$ cat src/rtl/fetch_queue_unit_if.sv
// Fetch-side bus bundle for fetch_queue_unit.
// Carries two links: the request/response link to instruction memory
// (imem_*) and the instruction queue head link to decode (*_D).
// The master modport is the fetch unit. The slave modport is the
// memory/decode environment.
interface fetch_queue_unit_if #(
  parameter int N       = 64,
  parameter int INSTR_W = 32
);
  logic               imem_req_F;
  logic [N-1:0]       imem_addr_F;
  logic               imem_ready_F;
  logic               imem_rvalid_F;
  logic [INSTR_W-1:0] imem_rdata_F;
  logic               valid_D;
  logic [INSTR_W-1:0] instr_D;
  logic [N-1:0]       pc_D;
  logic               ready_D;

  modport master (
    output imem_req_F, imem_addr_F, valid_D, instr_D, pc_D,
    input  imem_ready_F, imem_rvalid_F, imem_rdata_F, ready_D
  );

  modport slave (
    input  imem_req_F, imem_addr_F, valid_D, instr_D, pc_D,
    output imem_ready_F, imem_rvalid_F, imem_rdata_F, ready_D
  );
endinterface

$ cat src/rtl/fetch_queue_unit.sv
// Instruction fetch stage with a DEPTH-entry instruction/PC queue.
// At most one memory request is outstanding at any time.
// Exception, ERET and branch redirects flush the queue. A redirect
// also squashes any in-flight response that is still outstanding.
// Optional build macro FETCH_PERF_CNT_EN adds two counters:
// fetched_cnt counts queue pushes, and squashed_cnt counts discarded
// work (dropped responses plus entries lost at each flush).

// Overflow checker: a push must never land on a full queue.
module fetch_queue_unit_chk #(
  parameter int DEPTH = 4,
  parameter int CNT_W = 3
) (
  input logic             clk,
  input logic             rst_n,
  input logic             push,
  input logic [CNT_W-1:0] count
);
  localparam logic [CNT_W-1:0] FULL_CNT = CNT_W'(DEPTH);

  property no_push_when_full_p;
    @(posedge clk) disable iff (!rst_n) push |-> (count != FULL_CNT);
  endproperty

  a_no_push_when_full: assert property (no_push_when_full_p);
endmodule

module fetch_queue_unit #(
  parameter int           N          = 64,
  parameter int           INSTR_W    = 32,
  parameter int           DEPTH      = 4,
  parameter logic [N-1:0] RESET_PC   = {N{1'b0}},
  parameter logic [N-1:0] EXC_VECTOR = N'(64'hD8)
) (
  input  logic                clk,
  input  logic                reset,
  input  logic                Exc_F,
  input  logic                ERet_F,
  input  logic [N-1:0]        ERetAddr_F,
  input  logic                PCSrc_F,
  input  logic [N-1:0]        PCBranch_F,
  fetch_queue_unit_if.master  fq
`ifdef FETCH_PERF_CNT_EN
  ,
  output logic [31:0]         fetched_cnt,
  output logic [31:0]         squashed_cnt
`endif
);

  localparam int PTR_W = $clog2(DEPTH);
  localparam int CNT_W = PTR_W + 1;
  localparam logic [CNT_W-1:0] FULL_CNT = CNT_W'(DEPTH);

  typedef enum logic [0:0] {
    ST_RUN  = 1'b0,
    ST_WAIT = 1'b1
  } state_e;

  state_e               state_r;
  logic [N-1:0]         pc_r;
  logic [N-1:0]         inflight_pc_r;
  logic                 kill_r;

  logic [CNT_W-1:0]     count_r;
  logic [PTR_W-1:0]     wr_ptr_r;
  logic [PTR_W-1:0]     rd_ptr_r;
  logic [INSTR_W-1:0]   instr_mem_r [DEPTH];
  logic [N-1:0]         pc_mem_r    [DEPTH];

  logic                 redirect_s;
  logic [N-1:0]         target_s;
  logic                 req_s;
  logic                 accept_s;
  logic                 rsp_s;
  logic                 push_s;
  logic                 pop_s;
  logic                 not_empty_s;

  // Pointer advance; wraps naturally because DEPTH is a power of two.
  function automatic logic [PTR_W-1:0] ptr_inc(input logic [PTR_W-1:0] ptr);
    return ptr + PTR_W'(1);
  endfunction

  // Redirect arbitration and the issue/response/queue handshake decode.
  always_comb begin
    redirect_s  = Exc_F | ERet_F | PCSrc_F;
    not_empty_s = (count_r != {CNT_W{1'b0}});

    if (Exc_F) begin
      target_s = EXC_VECTOR;
    end else if (ERet_F) begin
      target_s = ERetAddr_F;
    end else if (PCSrc_F) begin
      target_s = PCBranch_F;
    end else begin
      target_s = pc_r;
    end

    // A redirect cycle never issues, so the new target goes out cleanly next cycle.
    // The reset term keeps the request low while reset is asserted.
    if (reset && (state_r == ST_RUN) && (count_r < FULL_CNT) && !redirect_s) begin
      req_s = 1'b1;
    end else begin
      req_s = 1'b0;
    end

    accept_s = req_s & fq.imem_ready_F;
    // Responses only mean something while a request is outstanding.
    rsp_s    = (state_r == ST_WAIT) & fq.imem_rvalid_F;
    // A killed response, or one that coincides with a redirect, is dropped.
    push_s   = rsp_s & ~kill_r & ~redirect_s;
    // Flush beats pop: a pop in a redirect cycle is discarded.
    pop_s    = not_empty_s & fq.ready_D & ~redirect_s;
  end

  assign fq.imem_req_F  = req_s;
  assign fq.imem_addr_F = pc_r;
  assign fq.valid_D     = not_empty_s;

  // Queue head presented to decode; zero while the queue is empty.
  always_comb begin
    if (not_empty_s) begin
      fq.instr_D = instr_mem_r[rd_ptr_r];
      fq.pc_D    = pc_mem_r[rd_ptr_r];
    end else begin
      fq.instr_D = {INSTR_W{1'b0}};
      fq.pc_D    = {N{1'b0}};
    end
  end

  // Fetch FSM: PC sequencing, outstanding-request tracking and squash flag.
  always_ff @(posedge clk or negedge reset) begin
    if (!reset) begin
      state_r       <= ST_RUN;
      pc_r          <= RESET_PC;
      inflight_pc_r <= {N{1'b0}};
      kill_r        <= 1'b0;
    end else begin
      if (redirect_s) begin
        pc_r <= target_s;
      end else if (accept_s) begin
        pc_r <= pc_r + N'(4);
      end else begin
        pc_r <= pc_r;
      end

      case (state_r)
        ST_RUN: begin
          if (accept_s) begin
            state_r       <= ST_WAIT;
            inflight_pc_r <= pc_r;
            kill_r        <= 1'b0;
          end else begin
            state_r <= ST_RUN;
          end
        end
        ST_WAIT: begin
          if (fq.imem_rvalid_F) begin
            // Response retires the request whether it was kept or dropped.
            state_r <= ST_RUN;
            kill_r  <= 1'b0;
          end else if (redirect_s) begin
            // Still waiting: remember to drop the response when it shows up.
            state_r <= ST_WAIT;
            kill_r  <= 1'b1;
          end else begin
            state_r <= ST_WAIT;
          end
        end
        default: begin
          state_r <= ST_RUN;
          kill_r  <= 1'b0;
        end
      endcase
    end
  end

  // Queue occupancy and pointers; a redirect empties the queue outright.
  always_ff @(posedge clk or negedge reset) begin
    if (!reset) begin
      count_r  <= {CNT_W{1'b0}};
      wr_ptr_r <= {PTR_W{1'b0}};
      rd_ptr_r <= {PTR_W{1'b0}};
    end else if (redirect_s) begin
      count_r  <= {CNT_W{1'b0}};
      wr_ptr_r <= {PTR_W{1'b0}};
      rd_ptr_r <= {PTR_W{1'b0}};
    end else begin
      if (push_s) begin
        wr_ptr_r <= ptr_inc(wr_ptr_r);
      end
      if (pop_s) begin
        rd_ptr_r <= ptr_inc(rd_ptr_r);
      end
      case ({push_s, pop_s})
        2'b10:   count_r <= count_r + CNT_W'(1);
        2'b01:   count_r <= count_r - CNT_W'(1);
        default: count_r <= count_r;
      endcase
    end
  end

  // Queue storage: the returned instruction is tagged with the PC that fetched it.
  always_ff @(posedge clk) begin
    if (push_s) begin
      instr_mem_r[wr_ptr_r] <= fq.imem_rdata_F;
      pc_mem_r[wr_ptr_r]    <= inflight_pc_r;
    end
  end

`ifdef FETCH_PERF_CNT_EN
  logic        drop_s;
  logic [31:0] flush_loss_s;

  // Squash accounting inputs: dropped response plus entries lost at a flush.
  always_comb begin
    drop_s = rsp_s & (kill_r | redirect_s);
    if (redirect_s) begin
      flush_loss_s = 32'(count_r);
    end else begin
      flush_loss_s = 32'd0;
    end
  end

  // Performance counters; both wrap at 2^32.
  always_ff @(posedge clk or negedge reset) begin
    if (!reset) begin
      fetched_cnt  <= 32'd0;
      squashed_cnt <= 32'd0;
    end else begin
      if (push_s) begin
        fetched_cnt <= fetched_cnt + 32'd1;
      end
      squashed_cnt <= squashed_cnt + {31'd0, drop_s} + flush_loss_s;
    end
  end
`endif

  fetch_queue_unit_chk #(
    .DEPTH (DEPTH),
    .CNT_W (CNT_W)
  ) u_chk (
    .clk   (clk),
    .rst_n (reset),
    .push  (push_s),
    .count (count_r)
  );

endmodule

$ cat src/flat_wrapper.sv
// flat-port wrapper written by rule: the top's interface ports become plain ports
module fetch_queue_unit_flat 
#(
  parameter int           N          = 64,
  parameter int           INSTR_W    = 32,
  parameter int           DEPTH      = 4,
  parameter logic [N-1:0] RESET_PC   = {N{1'b0}},
  parameter logic [N-1:0] EXC_VECTOR = N'(64'hD8)
)
  (clk, reset, Exc_F, ERet_F, ERetAddr_F, PCSrc_F, PCBranch_F, fq_imem_req_F, fq_imem_addr_F, fq_valid_D, fq_instr_D, fq_pc_D, fq_imem_ready_F, fq_imem_rvalid_F, fq_imem_rdata_F, fq_ready_D);
  fetch_queue_unit_if #(.N(N), .INSTR_W(INSTR_W)) fq_i ();
  input  logic clk;
  input  logic reset;
  input  logic Exc_F;
  input  logic ERet_F;
  input  logic [N-1:0] ERetAddr_F;
  input  logic PCSrc_F;
  input  logic [N-1:0] PCBranch_F;
  output wire logic [$bits(fq_i.imem_req_F)-1:0] fq_imem_req_F;
  output wire logic [$bits(fq_i.imem_addr_F)-1:0] fq_imem_addr_F;
  output wire logic [$bits(fq_i.valid_D)-1:0] fq_valid_D;
  output wire logic [$bits(fq_i.instr_D)-1:0] fq_instr_D;
  output wire logic [$bits(fq_i.pc_D)-1:0] fq_pc_D;
  input wire logic [$bits(fq_i.imem_ready_F)-1:0] fq_imem_ready_F;
  input wire logic [$bits(fq_i.imem_rvalid_F)-1:0] fq_imem_rvalid_F;
  input wire logic [$bits(fq_i.imem_rdata_F)-1:0] fq_imem_rdata_F;
  input wire logic [$bits(fq_i.ready_D)-1:0] fq_ready_D;
  assign fq_imem_req_F = fq_i.imem_req_F;
  assign fq_imem_addr_F = fq_i.imem_addr_F;
  assign fq_valid_D = fq_i.valid_D;
  assign fq_instr_D = fq_i.instr_D;
  assign fq_pc_D = fq_i.pc_D;
  assign fq_i.imem_ready_F = fq_imem_ready_F;
  assign fq_i.imem_rvalid_F = fq_imem_rvalid_F;
  assign fq_i.imem_rdata_F = fq_imem_rdata_F;
  assign fq_i.ready_D = fq_ready_D;
  fetch_queue_unit #(.N(N), .INSTR_W(INSTR_W), .DEPTH(DEPTH), .RESET_PC(RESET_PC), .EXC_VECTOR(EXC_VECTOR)) u_core (.clk(clk), .reset(reset), .Exc_F(Exc_F), .ERet_F(ERet_F), .ERetAddr_F(ERetAddr_F), .PCSrc_F(PCSrc_F), .PCBranch_F(PCBranch_F), .fq(fq_i));
endmodule
$ cat config.mk
export PLATFORM = sky130hd
export DESIGN_NAME = fetch_queue_unit_flat
export DESIGN_NICKNAME = d
export VERILOG_FILES = /design/src/rtl/fetch_queue_unit_if.sv /design/src/rtl/fetch_queue_unit.sv /design/src/flat_wrapper.sv
export SDC_FILE = /design/constraint.sdc
export NUM_CORES = 1
export LEC_CHECK = 0
export CAP_MARGIN = 20
export CORE_UTILIZATION = 30
export CTS_CLUSTER_SIZE = 28
export DETAILED_ROUTE_END_ITERATION = 7
export RECOVER_POWER = 50
export SYNTH_ARGS = -nofsm -noshare
export SYNTH_HDL_FRONTEND = slang
export SYNTH_SLANG_ARGS = --single-unit
$ cat constraint.sdc
create_clock -name clk -period 4.2 [get_ports clk]
set_input_delay 0.42 -clock clk [delete_from_list [all_inputs] [get_ports clk]]
set_output_delay 0.42 -clock clk [all_outputs]
set_load 0.01 [all_outputs]
# After elaboration in Yosys (flattened, before gate mapping)
# Memories as Yosys holds them, arrays and structs flattened.
# Index checks and enable logic that the tools add are counted.
# totals
latchBits,0
output_inout_bits,162
inputBits,168
romBits,0
memories,2
word_cells,66
ram_bits,384
reg_bits,137
# memory_table
name,depth,width,rd,rd_ports_with_merged_regs,write_ports,line_no,rtl
u_core.pc_mem_r,4,64,1,0,1,fetch_queue_unit.sv:68,logic [N-1:0] pc_mem_r [DEPTH];
u_core.instr_mem_r,4,32,1,0,1,fetch_queue_unit.sv:67,logic [INSTR_W-1:0] instr_mem_r [DEPTH];
# classes
n_reduce_logical,12
addsub,5
shifts,0
n_eq_ne,5
order_cmp,1
n_mux,23
div,0
bitwise,11
n_mul,0
# ops
op,count
two-way mux 64 bit,6
"adder 64 x 3 -> 64 bit, second input constant",1
two-way mux 32 bit,1
two-way mux 1 bit,8
two-way mux 2 bit,4
bitwise AND 1 bit,6
case mux 3 bit (2 select lines),1
AND reduction 2 bit,3
nonzero test 2 bit,3
nonzero test 3 bit,2
"adder 2 x 1 -> 2 bit, second input constant",2
"!= test 4 bit, second input constant",1
case mux 1 bit (2 select lines),2
"adder 3 x 1 -> 3 bit, second input constant",1
logical AND 1 bit,3
"less-than comparator 3 bit, second input constant",1
two-way mux 3 bit,1
"!= test 3 bit, second input constant",1
inverter 1 bit,3
"subtractor 3 x 1 -> 3 bit, second input constant",1
"== test 2 x 1 -> 1 bit, second input constant",1
"== test 2 bit, second input constant",1
"!= test 2 x 1 -> 1 bit, second input constant",1
bitwise OR 1 bit,2
logical NOT 1 bit,1

# Depth between registers and ports, before layout
# Gate-level depths: netlist (run 1).
# depth
word_depth,8
depth_mapped,12
mapped_depth_nobuf,8

# Least setup slack after synthesis (run 1)
# Ideal clock, no wire load.
# synth_timing
kind,input -> register
from,input port Exc_F
to,memory u_core.instr_mem_r[1][0] (enable)
required_ns,3.734
path_buffers,3
cell_stages,6
arrival_time_ns,3.858
setup_slack_ns,-0.124
setup_time_ns,0.466
cell_sequence,clkbuf_1 -> or3_1 -> clkbuf_1 -> clkbuf_1 -> nor3_1 -> and2_1
# synth_between
elab_chain_len,6
# synth_lines
item,line_no,rtl
from (decl),flat_wrapper.sv:14,input logic Exc_F;
bitwise OR 1 bit (2 in series),fetch_queue_unit.sv:86,redirect_s = Exc_F | ERet_F | PCSrc_F;
inverter 1 bit,fetch_queue_unit.sv:111,push_s = rsp_s & ~kill_r & ~redirect_s;
bitwise AND 1 bit,fetch_queue_unit.sv:111,
two-way mux 1 bit,fetch_queue_unit.sv:205,if (push_s) begin
two-way mux 1 bit (not written as such),fetch_queue_unit.sv:206,instr_mem_r[wr_ptr_r] <= fq.imem_rdata_F;
to (decl),fetch_queue_unit.sv:67,
# Every way passes these cells.

# Worst setup path after layout (run 1)
# layout_timing
from,input port PCSrc_F
to,register u_core.pc_r[48] (netlist: u_core.fq.imem_addr_F[48])
# layout_between
elab_chain_len,7
elab_cells_between_ends,9
classes_between,eq/ne: 1; mux: 2; bitwise: 2; reduce/logical: 4
# layout_lines
item,line_no,rtl
from (decl),flat_wrapper.sv:17,input logic PCSrc_F;
bitwise OR 1 bit,fetch_queue_unit.sv:86,
logical NOT 1 bit,fetch_queue_unit.sv:101,if (reset && (state_r == ST_RUN) && (count_r < FULL_CNT) && !redirect_s) begin
logical AND 1 bit,fetch_queue_unit.sv:101,
two-way mux 1 bit,fetch_queue_unit.sv:101,
bitwise AND 1 bit,fetch_queue_unit.sv:107,accept_s = req_s & fq.imem_ready_F;
nonzero test 2 bit (no source line),-,
AND reduction 2 bit (no source line),-,
to (signal assigned),fetch_queue_unit.sv:140,pc_r <= target_s;
to (signal assigned),fetch_queue_unit.sv:142,pc_r <= pc_r + N'(4);
to (signal assigned),fetch_queue_unit.sv:144,pc_r <= pc_r;
to (decl),fetch_queue_unit.sv:60,logic [N-1:0] pc_r;
# Parallel ways exist; a longest one is shown, timed or not.
# A chain may end at the register's enable or synchronous reset.

==> results of run 1 <==
layout make-up:
type | instances | area (um2)
fillers | 6981 | 45500
diodes | 1 | 2.502
multi-input cells | 819 | 7113
repair buffers | 361 | 3666
inverters | 19 | 71.32
clock buffers | 62 | 1413
clock inverters | 38 | 371.6
well taps | 969 | 1212
flip-flops and latches | 521 | 14970
state kept, by name, summed over array words and instances (netlist names):
register               count
u_core.state_r             1
u_core.wr_ptr_r            2
u_core.rd_ptr_r            2
u_core.pc_mem_r          256
u_core.count_r             3
u_core.instr_mem_r       128
u_core.kill_r              1
u_core.inflight_pc_r      64
u_core.fq.imem_addr_F     64
worst reg2reg max path, delay by kind of cell (launching register included):
kind,cells,cell delay [ps]
buffers and inverters,1,390
DFF,1,410
and+or+nand+nor,3,1920
worst paths after layout:
kind,from,to,slack [ps],cells past startpoint
worst max-delay path,PCSrc_F,u_core.fq.imem_addr_F[48],680,7
worst min-delay path,reset,u_core.kill_r,440,2
worst max register to register,u_core.state_r,u_core.instr_mem_r[3][7],1130,4
worst min register to register,u_core.inflight_pc_r[53],u_core.pc_mem_r[0][53],510,0
max in group asynchronous,reset,u_core.rd_ptr_r[1],860,3
min in group clk,ERetAddr_F[8],u_core.fq.imem_addr_F[8],440,3
routing by layer:
layer  routed length (um)  part of all wire
met5                    7           0.00010
met4                 1328             0.020
met3                 4629             0.069
met1                29020              0.43
met2                31910              0.48
cell families after synthesis:
group | share of synthesized area
simple gates | 0.1039
compound gates | 0.05191
xor+xnor | 0.006225
flops | 0.6645
mux | 0.1486
fa+ha+maj | 0.004224
buf+inv | 0.02067
through the flow:
step / utilization / cells / total power [mW] / setup slack, ps / hold WS, ps
finish: 0.3877 / 2790 / 11.43 / 675.7 / 435.1
global route: 0.3877 / 2789 / 11.82 / 399.5 / 437.5
CTS: 0.3879 / 2787 / 11.57 / 654.4 / 169.6
detailed placement: 0.3638 / 2686 / 6.728 / 1016 / 256.8
global placement: 0.3638 / 2686 / 6.699 / 960.3 / 256.8
floorplan: - / 1449 / 6.231 / 925.9 / 124.4
repair_timing:
action,in CTS,in global routing
hold endpoints to repair,5,0
setup endpoints to repair,0,0
hold buffers,1,0
cell usage after synthesis, drive strengths merged (7+ instances only):
cell and instances:
clkbuf 46, a211oi 7, or3 8, inv 19
edfxtp 384, o211ai 15, nand3 34, and2 105
nor2 81, nand2 68, mux2i 45, xnor2 9
o21ai 32, or4 7, o22ai 14, buf 44
mux2 65, nand4 26, a31oi 14, dfrtp 137
mux4 96, and3 21, and4 10, xor2 7
nor3 26, a21oi 41, nor4 13
report_power, final:
part           internal (mW)  switching [mW]
logic                  0.340           0.337
clock network           2.84            2.00
registers               5.72           0.198
total                   8.90            2.53
==> impl.org, run 1 <==
** Yosys
- Fraction of post-synthesis cell area in the top cell type by area :: 0.5122
- Averaged over all synthesized cells, the footprint is roughly 16 um2.
- During synthesis, Yosys emitted a total of 0 warnings.
- The synthesized design contains 521 register bits.
- sky130_fd_sc_hd__edfxtp_1 takes more of the synthesized area than any other cell.
- Post-Syn Instances :: 1449
- By area the synthesized netlist is led by sky130_fd_sc_hd__edfxtp_1 51%, sky130_fd_sc_hd__dfrtp_1 15%, sky130_fd_sc_hd__mux4_2 9.6%.
- Ys flop type :: sky130_fd_sc_hd__edfxtp_1
- Post-synth cell types :: 75
- Counting flops with an async set or reset pin after synthesis yields a share of 0.2630.
- The cell area that synthesis handed to floorplanning was 0.02251 mm2.
- For this run, the register share of the synthesized area comes to 0.6645.
- Counting every net in the synthesized netlist gives 1624.
- Number of enable-type register cells in the synthesized netlist :: approximately 380

** Setup path
- Along the worst path, the maximum fanout reaches 35.
- Type of the setup path with the least slack :: input pin to flop
- Cell class contributing the biggest share of worst-path delay :: buffers and inverters
- Sort of element at the start of the critical path :: input pin
- The critical path contains buffers and inverters numbering 3 combined.
- The slowest stage of the critical path is the sky130_fd_sc_hd__clkbuf_1 cell.
- Worst path max stage delay :: 1500 ps
- Data on the critical path arrives at its endpoint at 4020 ps.
- STA classifies the critical path endpoint as a flop.
- Data on the critical path is required at its endpoint by 4690 ps.
- Crit-path cells :: buf_2 > clkbuf_1 > o21bai_1 > clkbuf_2 > nor2_1 > o22ai_1 > nor3b_1

** GRT
- Maximum number of pins on one net before global-route repair :: 133
- The first global-routing pass estimated 96270 um of wire.
- In the global route stage, met3 resource usage came out at 0.03382.
- Global routing usage on met1 :: 0.2397
- The number of global-route vias before repair came to approximately 14000.
- Antenna violations before repair :: 4
- Most Used Layer, Global Route :: met2
- Grt met2 use :: 0.2805
- For this run, the total global-route usage over all layers was measured as 0.1732.
- Total global routing overflow :: 0

** Floorplanning
- The die is 275.9 um tall.
- For this configuration, the core starts out at a cell density of 0.3029.
- After floorplanning, the core was sized to cover 0.07432 mm2.
- Number of top-level pins :: between 300 and 400
- The die covers around 0.076 mm2.
- Site Rows :: 100
- Die span in x :: 275.9 um

** Worst hold path
- In this run the worst hold path is classified as input pin to async pin.

** Timing
- Slew HR :: -0.4055
- The number of hold violations in the final report was 0.
- Clock skew on the completed layout was measured at roughly 22 ps.
- Post-route clock period utilization :: 0.8391
- Static timing analysis puts the maximum clock frequency at 283.7 MHz.
- Fin crit period :: approximately 3500 ps
- Unrepaired setup endpoints after global routing :: no
- Measured slew at the worst slew-check pin :: 2108 ps
- Final setup violation count :: 0
- The count of pins over their slew limit came to roughly 210.
- Setup TNS :: 0 ps

** Power and ir drop
- Power per unit of standard cell area :: 396.7 mW/mm2
- Summed over all cells, the static leakage comes to 10.13 nW.
- Across the VDD grid, the largest voltage drop is 0.2826 mV.

** Layout
- Post-synthesis to final-layout area growth :: 28.00%
- Post-layout nets :: 1952
- Final design instance area without fill :: roughly 0.029 mm2
- In the final layout, the share of cells above drive strength 1 is 0.1648.
- Leaving out fill and tap cells, the most frequent cell in the layout is sky130_fd_sc_hd__edfxtp_1.
- Commonest non-fill, non-tap cells in the layout :: 384 x sky130_fd_sc_hd__edfxtp_1, 256 x sky130_fd_sc_hd__clkdlybuf4s50_1, 135 x sky130_fd_sc_hd__dfrtp_1

** Outcome
- Violated checks :: capacitance limit, slew limit
- The flow ran to the end, but the final reports show violations.

** Detailed routing
- For this block, the via count after detailed routing is between 10000 and 15000.
- Avg WL per Cell :: roughly 24 um
- Drt total wl :: 66900 um
- In the routed design, unresolved DRC markers number 0.
- The first TritonRoute pass finished after 8 iterations.
- Drt first-iter violations :: ~1300
- The count of nets left with antenna violations once routing finished came out at 0.
- In the routed layout, each cell is associated on average with a via count of 5.162.

** CTS
- TritonCTS clock tree :: yes
- The clock passes through at most 3 buffers.
- Counting every sink on the clock net gives 521.
- CTS buffer count :: 55
- In this run the post-CTS setup repair buffer count came out at 0.
- The clock tree synthesis step divided the H-tree into 2 levels.
- Clock tree root buffer cell :: sky130_fd_sc_hd__clkbuf_16
- Clock-pin slew was measured on the worst setup and hold paths at 60 ps.
- Worst-skew pair later-pin latency :: 600 ps
- Number of gates resized after cts :: 0

** Place
- At the end of routability-driven placement, the weighted congestion stood at 0.8414.
- Port-buffer cells :: 329
- Final HPWL DP :: ~45000 um
- Placed Instance Area :: approximately 0.027 mm2

** Run
- Max-cap violations in this run came to 4.
(Power assumes the default switching activity.)
==> run 2: changes to the inputs <==
- clock period: 4.2 -> 2.9 ns (I/O delays scaled with it)
==> impl.org, run 2 (synthesis results as in run 1) <==
** Outcome
- The run finished with clean final reports.

** GRT
- The total global routing overflow is 0 (unchanged).
- The global routing stage identified its most utilized layer as met2.
- The global-route wire length before repair is 96340 um (about the same).
- GR met3 Demand/Resource :: 0.03919 (+0.005376)
- Via count of the first global-routing pass :: 14537 (+1.9%)
- Maximum number of pins on one net before global-route repair :: 136 (+2.3%)
- Grt met2 use :: 0.2838 (+0.003289)
- The global-route usage over all layers was 0.1729 (-0.0003313).
- Antenna violations before repair :: 9 (+5)
- Global routing usage on met1 :: 0.2308 (-0.008884)

** Floorplanning
- Placeable core area :: 0.07432 mm2 (unchanged)
- The area of the die came to 0.07614 mm2 (unchanged).
- The starting density of the core is 0.3029 (unchanged).
- Overall die height :: 275.9 um (unchanged)
- The number of top-level design ports came to 330 (unchanged).
- The horizontal die dimension is 275.9 um (unchanged).
- Site Rows :: 100 (unchanged)

** Layout
- Leaving out fill and tap cells, the most frequent cell in the layout is sky130_fd_sc_hd__edfxtp_1.
- The proportion of layout cells with a drive suffix above 1 came to 0.1898 (+0.02493).
- Post-layout nets :: 2005 (+2.7%)
- Largest reg by FF count :: u_core.pc_mem_r
- In the layout the commonest cells are 384 x sky130_fd_sc_hd__edfxtp_1, 183 x sky130_fd_sc_hd__clkdlybuf4s50_1, 135 x sky130_fd_sc_hd__dfrtp_1.
- The flip-flop count of the largest register, all copies and words added is 256 (unchanged).
- Compared with the post-synthesis result, the final layout area differs by 30.13%.
- In the final layout, the registers with the most flip-flops are u_core.pc_mem_r: 256 flops, u_core.instr_mem_r: 128 flops.

** Timing
- The relative max-transition margin came to 0.1741 (+0.5796).
- The worst-case setup margin in the final layout was 67.74 ps (-608.0 ps).
- The setup skew after layout came to 15.96 ps (-6.253 ps).
- Of the available clock period, the critical path in the final layout requires 0.9766.
- Measured slew at the worst slew-check pin :: 1239 ps (-869.4 ps)
- Derived from the worst setup path, the maximum achievable clock frequency is ~350 MHz.
- The worst path needs ~2800 ps of the cycle, external delays included.
- Final setup violation count :: 0 (unchanged)
- The number of hold violations in the final report was 0 (unchanged).
- Setup repair after global routing left no endpoint under its margin.
- Max Transition Viols Final :: 0 (-100%)
- The final worst hold slack was 147.9 ps (-287.1 ps).

** Detailed routing
- First-pass iteration count of the detailed router :: 7 (-1)
- The violation count after the first detailed-routing iteration is 1211 (-9.0%).
- Avg WL per Cell :: 23.50 um (-2.0%)
- Drt total wl :: 66920 um (about the same)
- DRC violation count after routing :: 0 (unchanged)
- DR vias :: 14615 (+1.5%)
- The post-detailed-route count of antenna-violating nets was 0 (unchanged).
- The average vias per placed instance was 5.132 (-0.58%).

** Setup path
- Crit-path cells :: clkdlybuf4s50_1 > or3_2 > buf_4 > nor4b_1 > buf_4 > clkdlybuf4s50_1
- The worst-path maximum fanout is 8 (-77%).
- The required time of the worst setup path was 2610 ps (-2080 ps).
- The kind of cell with the highest combined delay along the critical path is buffers and inverters.
- The number of buffers and inverters on the critical path was 4 (+1).
- The delay of the slowest cell on the worst path came to 540 ps (-960 ps).
- STA classifies the critical path endpoint as a primary output.
- Master of the slowest instance on the critical path :: sky130_fd_sc_hd__clkdlybuf4s50_1
- The setup path with the least slack is of type input pin to primary output.
- STA classifies the critical path startpoint as an input pin.
- The critical path data arrival time is 2540 ps (-1480 ps).

** CTS
- Clock tree root buffer cell :: sky130_fd_sc_hd__clkbuf_16
- The clock-pin slew of the registers on the worst-case setup and hold paths is 60 ps (about the same).
- CTS H-tree depth :: 2 (unchanged)
- The clock buffer count from CTS was 55 (unchanged).
- The total number of clock tree sinks is 521 (unchanged).
- TritonCTS built the clock tree.
- The insertion delay to the later sink of the worst-skew pair is 600 ps (about the same).
- Maximum number of buffers from clock root to sink :: 3 (unchanged)

** Power and ir drop
- Net Sw Frac :: 0.2202 (-0.001230)
- Power per unit of standard cell area :: 573.4 mW/mm2 (+45%)
- Clock network fraction of design power :: 0.429 (+0.006)
- Relative contribution of combinational cells to total power :: 0.063 (+0.004)
- The highest ir drop seen on vdd was 0.4151 mV (+47%).
- The switching power of the nets came to 3.699 mW (+46%).
- The static leakage is 10.87 nW (+7.4%).
- The sequential share of power was 0.508 (-0.010).
- The internal portion of total power was 13.10 mW (+47%).

** Place
- The count of input and output buffers is 329 (unchanged).
- Routability congestion estimate :: 0.8243 (-2.0%)
- The detailed-placement wirelength estimate was 45910 um (+1.5%).
- Pre-CTS setup slack :: -137.3 ps (-1153 ps)

** Worst hold path
- In this run the worst hold path is classified as input pin to flop.

** Run
- The number of max-cap violations was 0 (-4).
-- run 2: per-stage QoR --
stage	cells	TNS, ps	instance area [um2]	power (mW)	util
final	2848	0	29300	16.80	0.3942
after global placement	2731	-195.4	27500	9.726	0.3700
after detailed placement	2731	-137.3	27500	9.770	0.3700
after CTS	2843	0	29400	16.99	0.3956
after floorplan	1449	-93740	22520	9.025	-
after global routing	2845	0	29290	17.35	0.3941
-- run 2: path summary, 6_finish.rpt --
kind	start	end	slack, ps	cells after the start
max	Exc_F	fq_imem_req_F	70	6
min	PCSrc_F	u_core.rd_ptr_r[1]	150	4
max reg2reg	u_core.state_r	u_core.pc_mem_r[1][33]	330	5
min reg2reg	u_core.inflight_pc_r[28]	u_core.pc_mem_r[1][28]	510	0
max in group asynchronous	reset	u_core.rd_ptr_r[0]	1380	3
min in group asynchronous	reset	u_core.state_r	300	2
-- run 2: routing by layer --
layer	vias up	share of wire
li1	6432	-
met1	7475	0.42
met2	602	0.48
met3	98	0.076
met4	8	0.023
met5	-	0.00069
-- run 2: worst reg2reg max path, stage by stage, from the launching register on --
cell                       delay (ps)
sky130_fd_sc_hd__dfrtp_1          440
sky130_fd_sc_hd__nand2_1          160
sky130_fd_sc_hd__nor3_1           250
sky130_fd_sc_hd__clkbuf_1         220
sky130_fd_sc_hd__and2_0           380
sky130_fd_sc_hd__clkbuf_2         700
-- run 2: final cells by class --
type | count | area (um2)
fillers | 6988 | 45020
multi-input cells | 819 | 7109
diodes | 3 | 7.507
repair buffers | 414 | 4070
flip-flops and latches | 521 | 14970
inverters | 19 | 71.32
clock inverters | 33 | 364.1
clock buffers | 70 | 1495
well taps | 969 | 1212
-- run 2: power groups by stage --
stage	clock network (mW)	registers, mW	logic, mW
global route	7.64	8.57	1.14
detailed placement	0	8.69	1.08
CTS	7.37	8.54	1.09
floorplan	0	8.63	0.392
global placement	0	8.66	1.06
finish	7.20	8.54	1.06
-- run 2: what timing repair did --
action | CTS | global route
hold buffers | 1 | 0
gates resized for setup | 106 | 1
endpoints found under the hold margin | 137 | 0
buffers inserted | 7 | 2
setup endpoints to repair | 95 | 3
pin swaps | 0 | 0
gates cloned | 1 | 0
==> RTL change (flow settings as in run 1) <==
`DEPTH` is set to 4 in 3 places; all go to 8.
--- a/src/rtl/fetch_queue_unit.sv
+++ b/src/rtl/fetch_queue_unit.sv
@@ -8,7 +8,7 @@
 
 // Overflow checker: a push must never land on a full queue.
 module fetch_queue_unit_chk #(
-  parameter int DEPTH = 4,
+  parameter int DEPTH = 8,
   parameter int CNT_W = 3
 ) (
   input logic             clk,
@@ -28,7 +28,7 @@
 module fetch_queue_unit #(
   parameter int           N          = 64,
   parameter int           INSTR_W    = 32,
-  parameter int           DEPTH      = 4,
+  parameter int           DEPTH      = 8,
   parameter logic [N-1:0] RESET_PC   = {N{1'b0}},
   parameter logic [N-1:0] EXC_VECTOR = N'(64'hD8)
 ) (
--- a/src/flat_wrapper.sv
+++ b/src/flat_wrapper.sv
@@ -3,7 +3,7 @@
 #(
   parameter int           N          = 64,
   parameter int           INSTR_W    = 32,
-  parameter int           DEPTH      = 4,
+  parameter int           DEPTH      = 8,
   parameter logic [N-1:0] RESET_PC   = {N{1'b0}},
   parameter logic [N-1:0] EXC_VECTOR = N'(64'hD8)
 )
Formal check against the unedited RTL: no difference found for any inputs over 4 cycles, from zero or initial values and one cycle with reset low; that may be too few to reach the edited logic, so the function may still have changed.
==> RTL change against run 1 <==
  * Combinational power is 4.1% higher
  * Clock skew is 9.1 ps higher
  * Total power is 72% higher
  * Area after synthesis is 63% higher
  * Critical endpoint is now u_core.fq.imem_addr_F[17]$_DFFE_PN0P_
  * Non-clock buffer count is 23 higher
  * Sequential cell count is 387 higher
  * Register-to-register slack worse by 200 ps
  * Final area is 59% higher
  * The flow still finishes with violations (max-capacitance violations, max-slew violations)
  * Wire length is 57% higher
  * Worst setup slack worse by 450 ps
  * Largest power group unchanged
  * Fmax is 11% lower
  * Highest routed layer unchanged
  * Hold slack worse by 200 ps
==> RTL change: results (changes against run 1) <==
Timing
  – F_max: 252 MHz (-11%)
  – Slew Limit Fails: 198 (-7.0%)
  – Slew Limit Headroom: -0.603 (-0.198)
  – Clock skew: 31.3 ps (+9.06 ps)

Final layout
  – Final net count: 2585 (+32%)
  – Ratio of cells with drive above 1 in the final layout: 0.195 (+0.0306)
  – Fill cell count: 11000 (+58%)
  – Top Registers: u_core.pc_mem_r (512), u_core.instr_mem_r (256)
  – Final non-filler cell total: 4121 (+48%)

Synthesis
  – Compound-Gate Fraction of Synth Area: 0.0287 (-0.0232)
  – Synth top area cells: edfxtp_1 63%, mux4_2 12%, dfrtp_1 9.5%, mux2i_1 3.5%, mux2_2 2.1%
  – Top post-synthesis cells by count: 768 x edfxtp_1, 192 x mux4_2, 182 x nor2_1, 140 x dfrtp_1, 130 x mux2i_1
  – Register area share after synthesis: 0.723 (+0.0589)
  – Synth Area in Adders: 0.00238 (-0.00184)
  – Asr flop ratio synth: 0.154 (-0.109)
  – Post-synth EDFFs: 768 (+100%)
  – Post-synthesis cell type count: 57 (-24%)

Global routing
  – Met1 Use GR: 0.226 (-0.0139)
  – Vias in the first global route: 21600 (+51%)
  – First-pass GRT wire length: 150000 µm (+55%)
  – Met2 usage: 0.270 (-0.0102)
  – Initial antenna violation count: 14 (+10)

Drt
  – Metal2 WL: 49400 µm (+55%)
  – DR WL met3: 8160 µm (+76%)
  – Routed vias/inst: 5.03 (-2.5%)
  – Wire per inst: 25.4 µm (+6.0%)

Pwr
  – Clock network power share: 0.439 (+0.016)
  – Maximum VDD drop: 297 µV (+5.0%)
  – P_leak: 14.9 nW (+47%)
  – Comb. pwr: 705 µW (+4.1%)
  – Pwr dens: 431 nW/µm² (+8.5%)

Setup path
  – Register-to-Register Path Depth: 7 (+3)
  – Reg2reg end: u_core.fq.imem_addr_F[60]$_DFFE_PN0P_
  – Crit path to: u_core.fq.imem_addr_F[17]$_DFFE_PN0P_
  – Critical Path AT: 4570 ps (+550 ps)
  – CP max stage delay: 1730 ps (+230 ps)

Run status
  – Failing checks: max-capacitance violations, max-slew violations
  – Status: finished, violations left

Min path
  – Hold Path Class: input pin to flip-flop

Placed design
  – Hpwl dp: 65300 µm (+44%)
  – Setup WS pre-CTS: 789 ps (-228 ps)
  – Cell Area, Placed: 42500 µm² (+57%)

Clock network
  – Clock buffer count from CTS: 97 (+76%)

Job
  – Max-Cap Viols: 4 (unchanged)
==> RTL change: area by class of cell <==
cell class	count	area [µm²]	share of cell area
multi-input combinational	1002	9770	0.214
clock inverter	42	475	0.0104
inverter	17	63.8	0.00140
antenna	4	10.0	0.000219
clock buffer	139	2770	0.0606
tap	1625	2030	0.0445
timing repair buffer	384	3980	0.0872
sequential	908	26600	0.582
==> RTL change: worst min path at each step <==
stage               startpoint                              to  slack (ps)  cells past startpoint
floorplan                reset   u_core.count_r[0]$_DFFE_PN0P_         120                      0
global placement         reset   u_core.count_r[0]$_DFFE_PN0P_         260                      1
detailed placement       reset   u_core.count_r[0]$_DFFE_PN0P_         260                      1
CTS                      reset        u_core.state_r$_DFF_PN0_          90                      2
global route           PCSrc_F  u_core.rd_ptr_r[1]$_DFFE_PN0P_         230                      3
finish                 PCSrc_F  u_core.rd_ptr_r[1]$_DFFE_PN0P_         230                      3
==> RTL change: timing repair <==
action | CTS | global route
hold endpoints to repair | 9 | 0
resized for setup | 0 | 0
hold buffers | 1 | 0
